===== src/rtl/mem_read_port.sv =====
`default_nettype none
// ============================================================================
// Module      : mem_read_port
// Description : Holds a memory read for WAIT_CYCLES clocks at a stable address
//               and latches the read data on the final edge of the window.
//               A req on the final cycle chains a second read seamlessly.
// Revision    : 1.0 - initial release
// ============================================================================
module mem_read_port #(
  parameter int WAIT_CYCLES = 3
) (
  input  logic        clk,
  input  logic        reset,
  input  logic        req,
  input  logic [31:0] addr,
  input  logic [31:0] mem_read_data,
  output logic        mem_read,
  output logic [31:0] mem_addr,
  output logic [31:0] rdata,
  output logic        rvalid
);

  localparam int CW = (WAIT_CYCLES > 1) ? $clog2(WAIT_CYCLES) : 1;

  logic          mem_read_q, mem_read_d;
  logic [31:0]   mem_addr_q, mem_addr_d;
  logic [31:0]   rdata_q,    rdata_d;
  logic [CW-1:0] cnt_q,      cnt_d;

  // rvalid marks the last cycle of the read window; data is sampled on the
  // edge that ends it.
  assign rvalid = mem_read_q && (cnt_q == '0);

  // Next-state for the wait counter, address hold and data latch.
  always_comb begin
    mem_read_d = mem_read_q;
    mem_addr_d = mem_addr_q;
    rdata_d    = rdata_q;
    cnt_d      = cnt_q;
    if (rvalid) begin
      rdata_d    = mem_read_data;
      mem_read_d = 1'b0;
    end else if (mem_read_q) begin
      cnt_d = cnt_q - 1'b1;
    end
    if (req) begin
      mem_read_d = 1'b1;
      mem_addr_d = addr;
      cnt_d      = CW'(WAIT_CYCLES - 1);
    end
  end

  // State registers, cleared asynchronously.
  always_ff @(posedge clk or posedge reset) begin
    if (reset) begin
      mem_read_q <= 1'b0;
      mem_addr_q <= '0;
      rdata_q    <= '0;
      cnt_q      <= '0;
    end else begin
      mem_read_q <= mem_read_d;
      mem_addr_q <= mem_addr_d;
      rdata_q    <= rdata_d;
      cnt_q      <= cnt_d;
    end
  end

  assign mem_read = mem_read_q;
  assign mem_addr = mem_addr_q;
  assign rdata    = rdata_q;

endmodule
`default_nettype wire


===== config.mk =====
export PLATFORM = sky130hd
export DESIGN_NAME = mem_read_port
export DESIGN_NICKNAME = d
export VERILOG_FILES = /design/src/rtl/mem_read_port.sv
export SDC_FILE = /design/constraint.sdc
export NUM_CORES = 1
export LEC_CHECK = 0
export CAP_MARGIN = 20
export CORE_ASPECT_RATIO = 0.5
export CORE_MARGIN = 2
export CORE_UTILIZATION = 36
export DETAILED_ROUTE_END_ITERATION = 10
export GPL_TIMING_DRIVEN = 0
export PLACE_DENSITY = 0.81
export SLEW_MARGIN = 5
export SYNTH_ARGS = -nofsm -noshare
export SYNTH_HDL_FRONTEND = slang
export SYNTH_SLANG_ARGS = --single-unit

===== constraint.sdc =====
create_clock -name clk -period 2.1 [get_ports clk]
set_clock_uncertainty 0.15 [all_clocks]
set_input_delay 0.42 -clock clk [delete_from_list [all_inputs] [get_ports clk]]
set_output_delay 0.42 -clock clk [all_outputs]
set_load 0.01 [all_outputs]

==> results_dict.tcl <==
set metrics [dict create \
    grt.total_usage 0.156 \
    finalSetupViolations 0 \
    num_rows 22 \
    worstPathArrival_ns 1.43 \
    synth_area_um2 2680 \
    p_leak_nw 1.94 \
    swShare 0.272 \
    netlist-cell-type-count 13 \
    cts_tree "built" \
    wl_per_cell_um 15.7 \
    cts_inserted_buffers 9 \
    p_sw_mw 1.50 \
    synth_area_leaders "dfrtp_1, mux2_4, mux2_2" \
    drv_cap 0 \
    report.final.slew_viol_count 0 \
    grt_max_degree 39 \
    fp.dieW_um 126 \
    syn-instance-count 152 \
    initial_core_util 0.368 \
    die-area_um2 8180 \
    diodes 0 \
    ys_ff_latch 67 \
    grt_overflow_total 0 \
    fin_crit_sh 0.950 \
    drive_gt1_frac 0.322 \
    vias 1806 \
    dp_cells 380 \
    p_per_area_nw_per_um2 1240 \
    htreeDepth 3 \
    dieHeight_um 65.0 \
    grt_pass1_wl_um 9940 \
    clk_latency_ns 0.32 \
    stdcell_count 397 \
    power_frac_comb 0.409 \
    dr.pass1.iters 4 \
    ir_drop_uv 544 \
    core-area_um2 7270 \
    mostFrequentLayoutCell "clkdlybuf4s50_1" \
    hold_viol 0 \
    drtAntennaViolNets 0 \
    critPathCaptureType "output port" \
    rsz0062_at_grt "false" \
    status "completed" \
    vias_per_cell 4.55 \
    fin_nets 365 \
    crit_path_start_kind "flop" \
    relSlewSlack 0.549 \
    worst_slew_pin_slew_ns 0.676 \
    p_int_mw 4.02 \
    synthesis.nets 220 \
    drcViolationCount 0 \
    crit_path_max_fanout 6 \
    total_power_mw 5.52 \
    wl_um 6250 \
    path_clk_slew_ns 0.05 \
    min_period_ns 2.00 \
    cts-root-buf "clkbuf_16" \
    boundaryPins 133 \
    max_freq_ghz 0.501 \
    final_cell_mix "clkdlybuf4s50_1, dfrtp_1, mux2_2" \
    hold_path.class "in2reg" \
    synth.top_cell.area_share 0.627 \
    portBuffers 131 \
    synth_top_area_cell "dfrtp_1" \
    cts_buffer_depth 2 \
    crit_type "reg2out" \
    antenna_found_initial 0 \
    p_clk_frac 0.239 \
    holdWs_ns 0.319 \
    drtIter0Drc 58 \
    area_delta_synth_final_pct 65.9 \
    place_ws_ns -0.00217 \
    finalWorstSetupSlack_ns 0.104 \
    place.gp.congestion 0.757 \
    pwr-share-seq 0.352 \
    hpwl_um 4610 \
    numClockSinks 67 \
    synth-seq-area-share 0.627 \
    grt_pass1_vias 1947 \
    ys.warnings.count 0 \
    syn_area_per_cell_um2 17.6 \
    crit_required_ns 1.53 \
]
## cell type report
cell class	count	area, µm²
buffer	7	83.8
clock buffer	10	239
clock inverter	5	30.0
fill	548	2830
inverter	4	18.8
multi-input combinational	74	921
sequential	67	1680
tap	96	120
timing repair buffer	134	1350
## stage by stage
step / TNS (ns) / instance area (µm²) / util
finish: 0 / 4440 / 0.611
global route: 0 / 4440 / 0.611
CTS: 0 / 4420 / 0.608
detailed placement: -0.00217 / 4130 / 0.568
global placement: 0 / 4110 / 0.566
floorplan: 0 / 2680 / -
## power groups by stage
| stage | sequential (mW) | clock, mW | combinational [mW] |
|---|---|---|---|
| finish | 1.94 | 1.32 | 2.25 |
| global route | 1.99 | 1.42 | 2.36 |
| global placement | 1.93 | 0 | 2.14 |
| detailed placement | 1.95 | 0 | 2.18 |
| floorplan | 2.11 | 0 | 0.934 |
| CTS | 1.94 | 1.36 | 2.23 |
## cells in the mapped netlist
cell      count
inv_1         4
dfrtp_1      67
buf_4         1
and4bb_2      1
nor2b_1       1
buf_6         6
nand2_4       1
mux2_2       36
mux2_4       29
ha_1          1
a21oi_1       1
nor2_1        2
nand2b_1      2
## worst paths after layout
| kind | start | end | slack, ns | cells after the start |
|---|---|---|---|---|
| worst min-delay path | req | mem_addr[25]$_DFFE_PP0P_ | 0.32 | 2 |
| min in group asynchronous | reset | rdata[6]$_DFFE_PP0P_ | 0.40 | 2 |
| worst max-delay path | cnt_q[1]$_DFFE_PP0P_ | rvalid | 0.10 | 6 |
| worst max register to register | cnt_q[1]$_DFFE_PP0P_ | rdata[18]$_DFFE_PP0P_ | 0.50 | 6 |
| max in group asynchronous | reset | mem_addr[16]$_DFFE_PP0P_ | 0.81 | 3 |
| worst min register to register | mem_addr[12]$_DFFE_PP0P_ | mem_addr[12]$_DFFE_PP0P_ | 0.35 | 1 |
## metal layers
metal	track usage	part of all wire	up-vias
li1	-	-	817
met1	0.184	0.39	947
met2	0.282	0.56	32
met3	0.0405	0.032	10
met4	0.0549	0.013	0
met5	0	0	-
## sequential cells by signal, indices dropped and copies added, names as in the netlist
signal    flops
mem_addr     32
cnt_q         2
mem_read      1
rdata        32
## logic make-up (layout without fill, tap and decap cells)
| logic type | Yosys count | count (layout) | share of synthesized area |
|---|---|---|---|
| AO/OA/AOI/OAI | 1 | 1 | 0.00187 |
| flip-flops | 67 | 67 | 0.627 |
| buffers and inverters | 11 | 160 | 0.0337 |
| AND/OR/NAND/NOR | 7 | 7 | 0.0187 |
| multiplexers | 65 | 65 | 0.314 |
| adder cells (fa/ha/maj) | 1 | 1 | 0.00468 |
## worst max-delay path: stages (launching register included)
cell and delay [ns]:
dfrtp_1 0.38, inv_2 0.08, ha_4 0.15, nand2_4 0.09, buf_12 0.14, inv_1 0.06
clkdlybuf4s15_2 0.22
## what timing repair did
item,4_1_cts,5_1_grt
hold endpoints to repair,0,0
hold buffers,0,0
setup endpoints to repair,1,1
pin swaps,1,0
gates resized for setup,6,3
setup buffers,0,2
(Power assumes the default switching activity.)
